`config.mk`:
```
export PLATFORM = sky130hd
export DESIGN_NAME = call_stack_ctrl_flat
export DESIGN_NICKNAME = d
export VERILOG_FILES = /design/src/rtl/call_stack_ctrl_if.sv /design/src/rtl/call_stack_ctrl.sv /design/src/flat_wrapper.sv
export SDC_FILE = /design/constraint.sdc
export NUM_CORES = 1
export LEC_CHECK = 0
export ABC_AREA = 0
export BUFFER_PORTS_ARGS = -buffer_cell sky130_fd_sc_hd__buf_2
export CAP_MARGIN = 10
export CORE_UTILIZATION = 45
export DETAILED_ROUTE_END_ITERATION = 10
export GPL_TIMING_DRIVEN = 0
export SLEW_MARGIN = 20
export SYNTH_ARGS = -nofsm -noshare
export SYNTH_HDL_FRONTEND = slang
export SYNTH_SLANG_ARGS = --single-unit
```
`constraint.sdc`:
```
create_clock -name clk -period 2.6 [get_ports clk]
set_input_delay 0.13 -clock clk [delete_from_list [all_inputs] [get_ports clk]]
set_output_delay 0.13 -clock clk [all_outputs]
set_load 0.02 [all_outputs]
```
`src/rtl/call_stack_ctrl_if.sv`:
```
// Bundle of the call-stack controller request/response signals.
// The fetch/decode side drives requests as master; the controller is the slave.
interface call_stack_ctrl_if #(
  parameter int PC_WIDTH = 5
);
  logic                cs_call;
  logic                cs_ret;
  logic [PC_WIDTH-1:0] cs_call_target;
  logic [PC_WIDTH-1:0] cs_ret_addr_in;
  logic                cs_busy;
  logic                cs_pc_load;
  logic [PC_WIDTH-1:0] cs_pc_value;
  logic                rf_stack_push;
  logic                rf_stack_pop;
  logic [PC_WIDTH-1:0] rf_stack_pointer;
  logic                cs_overflow;
  logic                cs_underflow;

  modport master (
    output cs_call, cs_ret, cs_call_target, cs_ret_addr_in,
    input  cs_busy, cs_pc_load, cs_pc_value, rf_stack_push, rf_stack_pop,
           rf_stack_pointer, cs_overflow, cs_underflow
  );

  modport slave (
    input  cs_call, cs_ret, cs_call_target, cs_ret_addr_in,
    output cs_busy, cs_pc_load, cs_pc_value, rf_stack_push, rf_stack_pop,
           rf_stack_pointer, cs_overflow, cs_underflow
  );
endinterface

```
`src/rtl/call_stack_ctrl.sv`:
```
// Call/return controller: keeps a small return-address stack, sequences the
// register-file window push/pop strobes and the PC load strobe for CALL/RET.
module call_stack_ctrl #(
  parameter int PC_WIDTH = 5,
  parameter int DEPTH    = 8
) (
  input  logic                clk,
  input  logic                rst_n,
  call_stack_ctrl_if.slave    bus
);

  localparam int                  IDX_W   = (DEPTH > 1) ? $clog2(DEPTH) : 1;
  localparam logic [PC_WIDTH-1:0] SP_FULL = PC_WIDTH'(DEPTH);
  localparam logic [PC_WIDTH-1:0] SP_ONE  = PC_WIDTH'(1);

  typedef enum logic [1:0] {
    IDLE,
    CALL_PUSH,
    CALL_JUMP,
    RET_POP
  } state_t;

  state_t              state;
  state_t              state_next;
  logic [PC_WIDTH-1:0] sp;
  logic [PC_WIDTH-1:0] target_q;
  logic [PC_WIDTH-1:0] ret_addr_q;
  logic                overflow_q;
  logic                underflow_q;
  logic [PC_WIDTH-1:0] pop_addr;

  // Slot s (1..DEPTH) lives at entry s-1; never reset, contents only matter once pushed.
  logic [PC_WIDTH-1:0] ret_mem [0:DEPTH-1];

  // State register; reset drops any operation in flight straight back to IDLE.
  always_ff @(posedge clk or negedge rst_n) begin
    if (!rst_n) begin
      state <= IDLE;
    end else begin
      state <= state_next;
    end
  end

  // Next-state decode: requests are only looked at in IDLE, CALL wins over RET.
  always_comb begin
    state_next = state;
    case (state)
      IDLE: begin
        if (bus.cs_call) begin
          if (sp < SP_FULL) state_next = CALL_PUSH;
        end else if (bus.cs_ret) begin
          if (sp != '0) state_next = RET_POP;
        end
      end
      CALL_PUSH: state_next = CALL_JUMP;
      CALL_JUMP: state_next = IDLE;
      RET_POP:   state_next = IDLE;
      default:   state_next = IDLE;
    endcase
  end

  // Stack pointer, CALL latches and sticky error flags.
  always_ff @(posedge clk or negedge rst_n) begin
    if (!rst_n) begin
      sp          <= '0;
      target_q    <= '0;
      ret_addr_q  <= '0;
      overflow_q  <= 1'b0;
      underflow_q <= 1'b0;
    end else begin
      case (state)
        IDLE: begin
          if (bus.cs_call) begin
            if (sp < SP_FULL) begin
              target_q   <= bus.cs_call_target;
              ret_addr_q <= bus.cs_ret_addr_in;
              sp         <= sp + SP_ONE;
            end else begin
              overflow_q <= 1'b1;
            end
          end else if (bus.cs_ret) begin
            if (sp == '0) underflow_q <= 1'b1;
          end
        end
        RET_POP: sp <= sp - SP_ONE;
        default: ;
      endcase
    end
  end

  // Return-address write happens in CALL_PUSH, when sp already names the new slot.
  always_ff @(posedge clk) begin
    if (state == CALL_PUSH) begin
      ret_mem[IDX_W'(sp - SP_ONE)] <= ret_addr_q;
    end
  end

  assign pop_addr = ret_mem[IDX_W'(sp - SP_ONE)];

  // Strobes and PC value decoded purely from state so reset clears them at once.
  always_comb begin
    bus.cs_pc_value = '0;
    case (state)
      CALL_JUMP: bus.cs_pc_value = target_q;
      RET_POP:   bus.cs_pc_value = pop_addr;
      default:   bus.cs_pc_value = '0;
    endcase
  end

  assign bus.cs_busy          = (state != IDLE);
  assign bus.rf_stack_push    = (state == CALL_PUSH);
  assign bus.rf_stack_pop     = (state == RET_POP);
  assign bus.cs_pc_load       = (state == CALL_JUMP) || (state == RET_POP);
  assign bus.rf_stack_pointer = sp;
  assign bus.cs_overflow      = overflow_q;
  assign bus.cs_underflow     = underflow_q;

endmodule

```
`src/flat_wrapper.sv`:
```
// flat-port wrapper written by rule: the top's interface ports become plain ports
module call_stack_ctrl_flat 
#(
  parameter int PC_WIDTH = 5,
  parameter int DEPTH    = 8
)
  (clk, rst_n, bus_cs_call, bus_cs_ret, bus_cs_call_target, bus_cs_ret_addr_in, bus_cs_busy, bus_cs_pc_load, bus_cs_pc_value, bus_rf_stack_push, bus_rf_stack_pop, bus_rf_stack_pointer, bus_cs_overflow, bus_cs_underflow);
  call_stack_ctrl_if #(.PC_WIDTH(PC_WIDTH)) bus_i ();
  input  logic clk;
  input  logic rst_n;
  input wire logic [$bits(bus_i.cs_call)-1:0] bus_cs_call;
  input wire logic [$bits(bus_i.cs_ret)-1:0] bus_cs_ret;
  input wire logic [$bits(bus_i.cs_call_target)-1:0] bus_cs_call_target;
  input wire logic [$bits(bus_i.cs_ret_addr_in)-1:0] bus_cs_ret_addr_in;
  output wire logic [$bits(bus_i.cs_busy)-1:0] bus_cs_busy;
  output wire logic [$bits(bus_i.cs_pc_load)-1:0] bus_cs_pc_load;
  output wire logic [$bits(bus_i.cs_pc_value)-1:0] bus_cs_pc_value;
  output wire logic [$bits(bus_i.rf_stack_push)-1:0] bus_rf_stack_push;
  output wire logic [$bits(bus_i.rf_stack_pop)-1:0] bus_rf_stack_pop;
  output wire logic [$bits(bus_i.rf_stack_pointer)-1:0] bus_rf_stack_pointer;
  output wire logic [$bits(bus_i.cs_overflow)-1:0] bus_cs_overflow;
  output wire logic [$bits(bus_i.cs_underflow)-1:0] bus_cs_underflow;
  assign bus_i.cs_call = bus_cs_call;
  assign bus_i.cs_ret = bus_cs_ret;
  assign bus_i.cs_call_target = bus_cs_call_target;
  assign bus_i.cs_ret_addr_in = bus_cs_ret_addr_in;
  assign bus_cs_busy = bus_i.cs_busy;
  assign bus_cs_pc_load = bus_i.cs_pc_load;
  assign bus_cs_pc_value = bus_i.cs_pc_value;
  assign bus_rf_stack_push = bus_i.rf_stack_push;
  assign bus_rf_stack_pop = bus_i.rf_stack_pop;
  assign bus_rf_stack_pointer = bus_i.rf_stack_pointer;
  assign bus_cs_overflow = bus_i.cs_overflow;
  assign bus_cs_underflow = bus_i.cs_underflow;
  call_stack_ctrl #(.PC_WIDTH(PC_WIDTH), .DEPTH(DEPTH)) u_core (.clk(clk), .rst_n(rst_n), .bus(bus_i));
endmodule
```
==> out/qor.yml <==
crit_fanout: 10
r2r_start: "u_core.bus.rf_stack_pointer[0]"
drt_first_pass_iters: 4
synth-seq-area-share_pct: 68.2
route.detailed.drc: 0
numCtsBuffers: 9
final_nets: 250
start_util_pct: 47.5
slew_headroom_pct: 40.3
startpoint_type: "register"
syn_nets: 197
criticalPathCategory: "register to output pin"
finalCritPeriodShare_pct: 96.0
clock_sinks: 59
r2r.worst_path.cells: 7
gp_congestion: 0.803
crit_end: "bus_cs_pc_value[0]"
die_h_um: 75.9
vdd_ir_drop_max_uv: 492
r2r_end: "u_core.ret_mem[3][4]"
drive_gt1_share_pct: 27.6
grt_setup_unrepaired: "false"
antennaDiodeCount: 0
postSynthAreaPerCell_um2: 13.6
antenna_found_initial: 0
final_common_cell: "edfxtp_1"
root_buffer: "clkbuf_8"
finalPower_mw: 3.57
grt_max_degree: 20
syn_inst: 181
p_per_area_mw_per_mm2: 1150
worstMarginPinSlew_ns: 0.889
required_ns: 2.47
leakage_nw: 1.27
mappedNetlistArea_mm2: 0.00246
routed_wl_mm: 5.32
synth_edf_count: 40
grt_pass1_wl_mm: 8.22
hold_ws_ns: 0.00393
slew_violations: 0
ys.flop_type: "edfxtp_1"
dieWidth_um: 75.9
hold_viol_final: 0
finClkSkew_ns: 0.00778
grt_pass1_vias: 1622
avgViaCountPerCell: 5.23
cp-startpoint: "u_core.bus.rf_stack_pointer[0]"
dp_cells: 280
finalSetupTns_ns: 0
drv_cap: 0
instances_no_fill: 309
clock_latency_ns: 0.34
ant_nets: 0
avgRoutedWirePerCell_um: 17.2
clockBufferDepth: 2
fp.coreArea_mm2: 0.00517
rows: 26
dpl.hpwl_mm: 3.55
cts.clk_slew.worst_paths_ns: 0.07
fin_crit_ns: 2.50
synth_seq_cells: 59
synthArstFlopShare_pct: 32.2
worstSetupEndpointType: "output pin"
ys_warn_count: 0
arrival_ns: 2.37
final-setup-viol-count: 0
fp.dieArea_mm2: 0.00576
status: "finished clean"
final_cell_mix: "40 x edfxtp_1, 37 x nand2_1, 31 x buf_2"
cts_tree: "yes"
synthToLayoutAreaGrowth_pct: 26.5
drt_iter0_drc: 132
final_area_mm2: 0.00311
rrSetupSlack_ns: 0.21
min-delay-start: "bus_cs_call_target[0]"
yosysUniqueCellTypes: 29
fmax_mhz: 400
hp-class: "input port to register"
grtUsageTotal_pct: 21.1
io_buffers: 29
htree_levels: 3
io_pins: 30
overflow: 0
routed-via-count: 1617
place_area_mm2: 0.00269
## how the worst min path moves through the flow
stage / to / slack (ns) / depth (start not counted)
2_1_floorplan: u_core.bus.cs_overflow / -0.17 / 0
3_3_place_gp: u_core.bus.cs_underflow / 0.08 / 1
3_5_place_dp: u_core.bus.cs_underflow / 0.09 / 1
4_1_cts: u_core.target_q[0] / 0.001 / 3
5_1_grt: u_core.target_q[0] / 0.01 / 3
6_report: u_core.target_q[0] / 0.004 / 3
## final cells by class
type	instances	area (um2)
plain buffers	8	57.6
fillers	401	2060
well taps	70	87.6
inverters	5	18.8
multi-input cells	109	758
clock inverters	6	114
flip-flops and latches	59	1680
repair buffers	42	268
clock buffers	10	128
## power breakdown
part / total [mW] / switching [mW] / internal, mW
registers: 1.41 / 0.170 / 1.24
logic: 1.16 / 0.639 / 0.523
clock network: 1.00 / 0.365 / 0.638
total: 3.57 / 1.17 / 2.40
## metal layers
layer | vias up | global-route usage (%) | routed length (um)
met2 | 47 | 33.6 | 2720
met5 | - | 0 | 0
met3 | 2 | 7.28 | 256
li1 | 763 | - | -
met4 | 0 | 7.41 | 22
met1 | 805 | 27.0 | 2320
## worst max-delay path, stage by stage, from the launching register on
cell	delay, ns
dfrtp_1	0.40
buf_6	0.12
buf_6	0.16
inv_2	0.09
ha_4	0.28
clkbuf_8	0.17
mux4_2	0.32
a22oi_1	0.19
o21ai_1	0.12
buf_2	0.18
## flip-flops by register name, summed over array words and instances (netlist names)
signal,cells
u_core.bus.cs_overflow,1
u_core.bus.cs_underflow,1
u_core.bus.rf_stack_pointer,5
u_core.ret_addr_q,5
u_core.ret_mem,40
u_core.state,2
u_core.target_q,5
## Yosys cell counts (4+ instances only)
cell | instances | area share (%)
o22a_1 | 5 | 1.8
nand3_1 | 5 | 1.0
inv_1 | 5 | 0.76
dfrtp_1 | 19 | 19
nor3_1 | 4 | 0.81
nor2_1 | 11 | 1.7
mux2i_1 | 10 | 4.1
o21ai_1 | 5 | 1.0
a22oi_1 | 6 | 1.8
nand2_1 | 37 | 5.7
mux4_2 | 5 | 4.6
edfxtp_1 | 40 | 49
clkbuf_1 | 4 | 0.61
## cells by family (layout without fill, tap and decap cells)
group / after synthesis / count (layout) / share of synthesized area (%)
buffers and inverters: 13 / 71 / 2.29
xor gates and xnor gates: 4 / 4 / 1.73
adders and majority gates: 2 / 2 / 1.02
muxes: 15 / 15 / 8.66
AOI/OAI and AO/OA: 24 / 24 / 6.98
DFF: 59 / 59 / 68.2
and+or+nand+nor: 64 / 64 / 11.1
## through the flow
step,utilization [%],setup slack [ns]
2_1_floorplan,-,0.114
3_3_place_gp,52.0,-0.295
3_5_place_dp,52.0,-0.324
4_1_cts,59.4,0.0159
5_1_grt,60.1,0.00346
6_report,60.1,0.103
## timing repair
item,in CTS,in global routing
hold buffers,10,0
resized for setup,9,3
setup endpoints to repair,45,5
pin swaps,1,1
endpoints found under the hold margin,28,0
gates cloned,0,0
buffers inserted,1,2
Power figures use the tool's default switching activity.
